File: src/rtl/sentence_matcher.sv
// sentence_matcher: matches one byte stream against N fixed L-character reference strings in parallel.
// Optional feature: define SENTENCE_MATCHER_WILDCARD_EN so that a "?" in REFS matches any data byte.
module sentence_matcher #(
  parameter int N = 3,
  parameter int L = 5,
  parameter logic [N*L*8-1:0] REFS = {"GPZDA", "GPGGA", "GPRMC"},
  localparam int IW = (N > 1) ? $clog2(N) : 1
) (
  input  logic          clock,
  input  logic          reset_n,
  input  logic          restart,
  input  logic          load,
  input  logic [7:0]    data,
  output logic          resolve,
  output logic          reject,
  output logic [IW-1:0] match_index,
  output logic [N-1:0]  match_mask
);

  localparam int PW = (L > 1) ? $clog2(L) : 1;
  localparam logic [PW-1:0] LAST = PW'(L - 1);

  typedef enum logic [1:0] {MATCHING, RESOLVED, REJECTED} state_t;

  state_t        state;
  logic [PW-1:0] pos;
  logic [N-1:0]  alive;
  logic [N-1:0]  alive_next;
  logic [IW-1:0] first_idx;
  logic [7:0]    ref_ch;
  logic          hit;

  // Channel c keeps living only while every byte so far equals its reference character.
  always_comb begin
    // NOTE: every combinational output gets a default first so no path leaves it unassigned (no latch).
    alive_next = '0;
    ref_ch     = '0;
    hit        = 1'b0;
    for (int c = 0; c < N; c++) begin
      ref_ch = REFS[(N - c) * L * 8 - 1 - 8 * int'(pos) -: 8];
      hit    = (data == ref_ch);
`ifdef SENTENCE_MATCHER_WILDCARD_EN
      if (ref_ch == 8'h3F) hit = 1'b1;
`endif
      alive_next[c] = alive[c] & hit;
    end
  end

  // Scan from the top so the lowest surviving channel wins.
  always_comb begin
    first_idx = '0;
    for (int c = N - 1; c >= 0; c--) begin
      if (alive_next[c]) first_idx = IW'(c);
    end
  end

  // NOTE: sequential state uses non-blocking assignments so all registers update from pre-edge values.
  always_ff @(posedge clock or negedge reset_n) begin
    if (!reset_n) begin
      state       <= MATCHING;
      pos         <= '0;
      alive       <= '1;
      resolve     <= 1'b0;
      reject      <= 1'b0;
      match_index <= '0;
      match_mask  <= '0;
    end else if (restart) begin
      state       <= MATCHING;
      pos         <= '0;
      alive       <= '1;
      resolve     <= 1'b0;
      reject      <= 1'b0;
      match_index <= '0;
      match_mask  <= '0;
    end else begin
      case (state)
        MATCHING: begin
          if (load) begin
            alive <= alive_next;
            if (alive_next == '0) begin
              state  <= REJECTED;
              reject <= 1'b1;
            end else if (pos == LAST) begin
              state       <= RESOLVED;
              resolve     <= 1'b1;
              match_mask  <= alive_next;
              match_index <= first_idx;
            end else begin
              pos <= pos + 1'b1;
            end
          end
        end
        default: ;  // decided states hold until restart or reset
      endcase
    end
  end

endmodule

File: config.mk
export PLATFORM = sky130hd
export DESIGN_NAME = sentence_matcher
export DESIGN_NICKNAME = d
export VERILOG_FILES = /design/src/rtl/sentence_matcher.sv
export SDC_FILE = /design/constraint.sdc
export NUM_CORES = 1
export LEC_CHECK = 0
export ABC_AREA = 0
export ABC_CLOCK_PERIOD_IN_PS = 7440
export BUFFER_PORTS_ARGS = -buffer_cell sky130_fd_sc_hd__buf_2
export CAP_MARGIN = 20
export CORE_UTILIZATION = 53
export CTS_BUF_LIST = sky130_fd_sc_hd__clkbuf_16
export DETAILED_ROUTE_END_ITERATION = 8
export GPL_ROUTABILITY_DRIVEN = 0
export PLACE_DENSITY = 0.72
export SLEW_MARGIN = 25
export SYNTH_ARGS = -nofsm -noshare
export SYNTH_HDL_FRONTEND = slang
export SYNTH_SLANG_ARGS = --single-unit
File: constraint.sdc
create_clock -name clock -period 7.44 [get_ports clock]
set_input_delay 0.744 -clock clock [delete_from_list [all_inputs] [get_ports clock]]
set_output_delay 0.744 -clock clock [all_outputs]
set_load 0.01 [all_outputs]
Yosys cells after proc, flatten, opt, wreduce, memory -nomap -nowiden
Index checks and enable logic that the tools add are counted.

operators by class
  equality and inequality tests = 6
  reduce and logical (&&, ||, !) cells = 12
  divide/modulo/power cells = 0
  bitwise logic cells = 3
  mux-type cells = 35
  multipliers = 0
  add/subtract/negate cells = 4
  shifts and indexed selects = 3
  magnitude comparators = 0

operators by type and width
  operator                                                     count
  variable part select 127 x 8 -> 8 bit, first input constant  2
  variable part select 127 x 7 -> 8 bit, first input constant  1
  2-to-1 mux 3 bit                                             13
  2-to-1 mux 2 bit                                             13
  == test 8 bit                                                3
  subtractor 7 x 6 -> 8 bit, first input constant              2
  2-to-1 mux 1 bit                                             9
  AND reduction 4 bit                                          2
  nonzero test 2 bit                                           4
  subtractor 6 x 6 -> 7 bit, first input constant              1
  AND reduction 3 bit                                          2
  inequality test 2 bit, second input constant                 2
  adder 3 x 1 -> 3 bit, second input constant                  1
  AND 1 bit                                                    3
  == test 3 bit, second input constant                         1
  logical NOT 3 bit                                            1
  nonzero test 3 bit                                           1
  logical NOT 2 bit                                            1
  AND reduction 2 bit                                          1

word-level totals
  register bits = 15
  memory bits (read-only) = 0
  memory bits (writable) = 0
  memories kept = 0
  bits in latches = 0
  input port bits = 12
  output and inout port bits = 7
  logic and storage cells = 70

Logic depth before layout (Yosys ltp)
Gate-level depths: netlist of run 1.

  depth after elaboration = 12
  gate-level depth with buffers = 11
  depth with buffers taken out = 10

Worst setup path before layout of run 1
OpenSTA, ideal clock, no wires.

  kind = register to register
  from = reg pos[0]
  to = reg pos[0]
  stages on the path, launching flop included = 12
  path buffers = 1
  arrival = 2.993 ns
  clock period less this slack = 3.118 ns
  required time = 7.315 ns
  path slack = 4.322 ns
  setup time = 0.125 ns
  path through = dfrtp_1 > buf_4 > inv_1 > ha_1 > ha_1 > nor4b_1 > xnor2_1 > o2111ai_1 > a211oi_1 > nand2_1 > a311oi_4 > mux2_4

between the ends
  word-level cells in the longest chain between the ends = 7
  elaborated cells on any way between the ends = 23
  classes of those cells = add/sub: 4; eq/ne: 6; shift: 3; mux: 5; bitwise: 3; reduce/logical: 2

ends and longest elaborated chain
  what                                                                                                   RTL line  RTL
  start: declaration                                                                                     26        logic [PW-1:0] pos;
  start signal: assignment                                                                               89        pos <= pos + 1'b1;
  subtractor 7 x 6 -> 8 bit / subtractor 6 x 6 -> 7 bit (equally long branches)                          40        ref_ch = REFS[(N - c) * L * 8 - 1 - 8 * int'(pos) -: 8];
  variable part select 127 x 8 -> 8 bit / variable part select 127 x 7 -> 8 bit (equally long branches)  40
  == test 8 bit                                                                                          41        hit = (data == ref_ch);
  AND 1 bit                                                                                              45        alive_next[c] = alive[c] & hit;
  logical NOT 3 bit                                                                                      80        if (alive_next == '0) begin
  inequality test 2 bit (no source line)                                                                 -
  AND reduction 4 bit (no source line)                                                                   -

Several ways; a longest one is shown, not always the timed one. The select of a mux whose other input is x is not followed.
A chain may end at the register's enable or synchronous reset.

Worst setup path in the final report of run 1
Same ends and word-level chain as after synthesis.

==> impl_metrics.ini, run 1 <==
[die]
core_area_mm2 = 0.00308
dieWidth_um = 59.3
dieArea_mm2 = 0.00351
die_h_um = 59.3
initial_core_util_pct = 56.5
io_pins = 19
rows = 20

[drt]
drt_iter0_drc = 103
antenna_left = 0
dr.pass1.iters = 4
wl_um = 4360
dr_total_vias = 1603
routed_via_density = 6.12
post_drt_wl_per_cell_um = 16.7
drc_errors = 0

[placement]
place_ws_ns = 3.89
postPlaceCellArea_mm2 = 0.00179
place_inst = 258
hpwl_um = 3300
port_buffers = 18

[timing]
max_freq_ghz = 0.268
finalSetupViolations = 0
fin_worst_skew_ns = 0.00556
fin_crit_ns = 3.74
tightest_slew_ns = 0.554
fin_tns_setup_ns = 0
setup_slack_ns = 3.70
fin_crit_sh_pct = 50.2
whs_ns = 0.389
maxSlewHeadroom_pct = 62.6
rsz0062_at_grt = no
hold_viol_final = 0
timing.final.max_slew_violations = 0

[clock_network]
cts_root_buf = clkbuf_16
clk_path_buf_depth = 2
insertion_delay_ns = 0.25
postCtsHoldBufs = 0
numCtsBuffers = 3
post_cts_buffers = 0
clk_pin_slew_ns = 0.05
cts_tree = yes
numClockSinks = 15
htreeDepth = 1
cts.repair.resized = 0

[power_and_ir_drop]
seq_power_share_pct = 39.1
power_density_mw_per_mm2 = 118
clkPwrFrac_pct = 48.7
power_leakage_nw = 0.743
p_int_mw = 0.168
pwr-share-comb_pct = 12.2
power_mw = 0.221
peakVddDrop_mv = 0.136
power.switching_fraction_pct = 23.8
power.switching_mw = 0.0525

[critical_path]
worstPathCellList = inv_1, ha_1, ha_1, nor4b_1, xnor2_1, o2111ai_1, a211oi_1, nand2_1, a311oi_4, mux2_4
endpoint_kind = register
cp-start-kind = register
path_buf_inv = 1
required_ns = 7.58
crit_start = pos[0]
reg2regPathDepth = 10
cp.arrival_ns = 3.87
critPathMaxFanout = 17
rrSetupSlack_ns = 3.70
cp_slowest_cell = dfrtp_1
r2r_end = pos[0]
crit_family = compound AO/OA/AOI/OAI gates
worst_path_most_repeated_cell = ha_1
reg2reg_from = pos[0]
critPathMaxStageDelay_ns = 0.63
crit_type = reg -> reg

[synth]
synthFlopType = dfrtp_1
synth_warnings = 0
synth.most_common_cell = nor2_1
synth_edf_count = 0
syn_area_mm2 = 0.00174
synth_common_cells = nor2_1 (17), ha_1 (14), dfrtp_1 (12), nor2b_1 (12), o21ai_0 (12)
syn_inst = 209
yosys.area.top_type_share_pct = 17.3
syn_area_per_cell_um2 = 8.32
synthDistinctLibCells = 54
synth-seq-area-share_pct = 21.8
synth_nets = 235
synth_area_leaders = dfrtp_1 (17%), ha_1 (10%), dfstp_2 (4.5%)
synth_largest_area_cell = dfrtp_1
async_reset_ff_share_pct = 100
ys_ff_latch = 15

[finish]
final_cells = 262
layout-drive-gt1-share_pct = 16.5
fillers = 291
area_delta_synth_final_pct = 7.70
layout.nets = 245
final_cell_area_mm2 = 0.00187
postLayoutCoreUtil_pct = 60.8
n_antenna_cell = 0
multi_input_area_mm2 = 0.00124
ff_latch_area_um2 = 379

[global_routing]
grt_pass1_vias = 1582
grt_antenna_before_repair = 0
grt_max_degree = 22
grt-ovfl-total = 0
grt_pass1_wl_um = 7160
track_usage_pct = 27.0

[status]
status = complete, no violations

[worst_hold_path]
hold_path_class = in -> async

[flow_run]
max-cap-violations = 0
cell type report:
type,count,area share (%)
tap,44,2.94
timing repair buffer,18,4.81
clock buffer,3,4.01
multi-input combinational,174,66.2
inverter,7,1.40
clock inverter,1,0.401
sequential,15,20.3
power groups by stage:
stage | sequential, mW | combinational, mW | clock (mW)
2_1_floorplan | 0.0873 | 0.0181 | 0
3_3_place_gp | 0.0875 | 0.0254 | 0
3_5_place_dp | 0.0875 | 0.0261 | 0
4_1_cts | 0.0863 | 0.0265 | 0.109
5_1_grt | 0.0865 | 0.0291 | 0.112
6_report | 0.0863 | 0.0268 | 0.107
per-layer routing:
layer / vias to the layer above / routed length, µm / track usage (%) / part of all wire (%)
met5: - / 0 / 0 / 0
met3: 8 / 243 / 5.46 / 5.6
li1: 782 / - / - / -
met2: 48 / 2120 / 44.6 / 49
met1: 765 / 1960 / 35.2 / 45
met4: 0 / 45 / 8.50 / 1.0
worst max path at each step:
stage	to	slack [ns]	depth (start not counted)
6_report	pos[0]	3.70	10
3_3_place_gp	pos[0]	4.06	10
4_1_cts	pos[0]	3.77	10
5_1_grt	pos[0]	3.53	10
3_5_place_dp	pos[0]	3.89	10
2_1_floorplan	pos[0]	4.32	11
flip-flops by register name, summed over array words and instances, names as in the netlist:
name,count
match_index,2
match_mask,3
reject,1
pos,3
alive,3
state,2
resolve,1
kinds of logic after synthesis:
logic type	Yosys count	synth area share [%]
simple gates	84	26.8
compound gates	61	26.1
mux	5	3.31
fa+ha+maj	14	10.1
buf+inv	20	6.91
xor+xnor	10	5.04
flops	15	21.8
layout by cell type (no fill, tap or decap), types with 3 or more instances in the layout:
| cell type | n |
|---|---|
| xnor2_1 | 8 |
| dfrtp_1 | 12 |
| dfstp_2 | 3 |
| o21ai_0 | 12 |
| o2111ai_1 | 5 |
| ha_1 | 14 |
| a31oi_1 | 5 |
| o211ai_1 | 4 |
| nand3_1 | 3 |
| nor2b_1 | 12 |
| nor2_1 | 17 |
| inv_1 | 7 |
| buf_2 | 18 |
| or2_2 | 3 |
| a211o_1 | 5 |
| nor3b_1 | 3 |
| clkbuf_16 | 3 |
| a211oi_1 | 5 |
| nand2_1 | 10 |
| a21boi_0 | 3 |
| a21oi_1 | 8 |
| nand2b_1 | 10 |
| nor3_1 | 10 |
Note: power is estimated with default switching activity, not from simulation.
==> run 2, diff against run 1 <==
--- a/config.mk
+++ b/config.mk
@@ -6,7 +6,7 @@
 export NUM_CORES = 1
 export LEC_CHECK = 0
 export ABC_AREA = 0
-export ABC_CLOCK_PERIOD_IN_PS = 7440
+export ABC_CLOCK_PERIOD_IN_PS = 3500
 export BUFFER_PORTS_ARGS = -buffer_cell sky130_fd_sc_hd__buf_2
 export CAP_MARGIN = 20
 export CORE_UTILIZATION = 53
==> constraint.sdc (replaced) <==
create_clock -name clock -period 3.5 [get_ports clock]
set_input_delay 0.35 -clock clock [delete_from_list [all_inputs] [get_ports clock]]
set_output_delay 0.35 -clock clock [all_outputs]
set_load 0.01 [all_outputs]
==> run 2 against run 1 <==
Effect of this change: the flow now finishes with violations (hold timing); utilization grew 1.1 points; sequential share of layout area shrank 0.36 points; combinational power grew 110%; count of clock-buffer cells in the layout is the same; final cell count grew 1.9%; first-iteration DRC count shrank 5.8%; fmax grew 11%; clock power grew 100%; hold slack lost 0.39 ns; critical path type unchanged; critical endpoint unchanged; largest power group unchanged; highest routed layer unchanged.
==> impl_metrics.ini, run 2 (same netlist as run 1, synthesis figures left out) <==
[status]
status = finished with violations
violations = hold timing

[critical_path]
cp.arrival_ns = 3.49
cp_slowest_cell = o311ai_0
crit_family = compound AO/OA/AOI/OAI gates
critPathMaxFanout = 13
path_buf_inv = 0
crit_type = reg -> reg
worstPathCellList = ha_1, nor2b_1, nor3_1, o311ai_0, xnor2_1, nand3_2, a311oi_4, mux2_4
critPathMaxStageDelay_ns = 0.60
cp-start-kind = register
required_ns = 3.63
endpoint_kind = register

[timing]
timing.final.max_slew_violations = 0
finalSetupViolations = 0
max_freq_ghz = 0.297
fin_worst_skew_ns = 0.00147
rsz0062_at_grt = no
setup_slack_ns = 0.133
fin_crit_sh_pct = 96.2
hold_viol_final = 5
maxSlewHeadroom_pct = 57.6
fin_tns_setup_ns = 0
fin_crit_ns = 3.37
whs_ns = -0.000603
tightest_slew_ns = 0.629

[drt]
drt_iter0_drc = 97
wl_um = 4340
antenna_left = 0
dr.pass1.iters = 4
routed_via_density = 6.21
drc_errors = 0
post_drt_wl_per_cell_um = 16.3
dr_total_vias = 1659

[clock_network]
clk_pin_slew_ns = 0.05
numCtsBuffers = 3
cts_tree = yes
htreeDepth = 1
post_cts_buffers = 0
insertion_delay_ns = 0.24
numClockSinks = 15
cts.repair.resized = 0
clk_path_buf_depth = 2
cts_root_buf = clkbuf_16
postCtsHoldBufs = 0

[global_routing]
grt_antenna_before_repair = 0
grt_pass1_wl_um = 7310
grt-ovfl-total = 0
track_usage_pct = 27.7
grt_pass1_vias = 1572
grt_max_degree = 22

[die]
rows = 20
core_area_mm2 = 0.00308
die_h_um = 59.3
dieArea_mm2 = 0.00351
dieWidth_um = 59.3
io_pins = 19
initial_core_util_pct = 56.5

[placement]
hpwl_um = 3400
port_buffers = 18
place_ws_ns = 0.272
place_inst = 263
postPlaceCellArea_mm2 = 0.00183

[finish]
final_common_cell = buf_2
final_cells = 267
area_delta_synth_final_pct = 9.65
final_cell_area_mm2 = 0.00191
reg_top3 = alive (3), match_mask (3), pos (3)
layout-drive-gt1-share_pct = 17.9
layout_common_cells = buf_2 (18), nor2_1 (17), ha_1 (14)
ff_latch_area_um2 = 379
multi_input_area_mm2 = 0.00124
layout.nets = 250
n_antenna_cell = 0
fillers = 277
postLayoutCoreUtil_pct = 61.9

[power_and_ir_drop]
seq_power_share_pct = 40.2
power_mw = 0.457
peakVddDrop_mv = 0.270
clkPwrFrac_pct = 47.5
power.switching_mw = 0.103
p_int_mw = 0.355
power.switching_fraction_pct = 22.4
power_leakage_nw = 0.774
pwr-share-comb_pct = 12.3
power_density_mw_per_mm2 = 240

[flow_run]
max-cap-violations = 0

[worst_hold_path]
hold_path_class = in -> async
[run 2: cell types whose count changed in the layout (fill, tap and decap cells not counted)]
| cell | before | now |
|---|---|---|
| buf_4 | 0 | 5 |
| clkinvlp_4 | 1 | 0 |
| inv_1 | 7 | 8 |
[run 2: final timing paths]
| check | from | to | slack [ns] | depth (start not counted) |
|---|---|---|---|---|
| worst max register to register | pos[2] | pos[0] | 0.13 | 8 |
| worst min register to register | reject | reject | 0.51 | 2 |
| min in group clock | restart | reject | 0.49 | 2 |
| worst max-delay path | pos[2] | pos[0] | 0.13 | 8 |
| max in group asynchronous | reset_n | alive[1] | 3.21 | 1 |
| worst min-delay path | reset_n | resolve | -0.0006 | 1 |
[run 2: power groups by stage]
stage | clock network (mW) | registers, mW | logic (mW)
floorplan | 0 | 0.186 | 0.0385
global placement | 0 | 0.186 | 0.0539
detailed placement | 0 | 0.186 | 0.0554
CTS | 0.219 | 0.184 | 0.0559
global route | 0.225 | 0.184 | 0.0614
finish | 0.217 | 0.184 | 0.0563
[run 2: cell type report]
type	instances	share of cell area, %
Multi-Input combinational cell	174	65.0
Timing Repair Buffer	23	6.70
Inverter	7	1.38
Sequential cell	15	19.9
Clock inverter	1	0.197
Clock buffer	3	3.94
Tap cell	44	2.89
[run 2: per-layer routing]
layer  wire (µm)  track usage [%]
met5           0                0
met4         132             11.6
met3         202             4.15
met2        2060             45.4
met1        1940             36.3
[run 2: worst reg2reg max path, stage by stage, from the launching register on]
cell and delay (ns):
dfrtp_1 0.58, ha_1 0.31, nor2b_1 0.48, nor3_1 0.08, o311ai_0 0.60, xnor2_1 0.26, nand3_2 0.26, a311oi_4 0.37
mux2_4 0.32
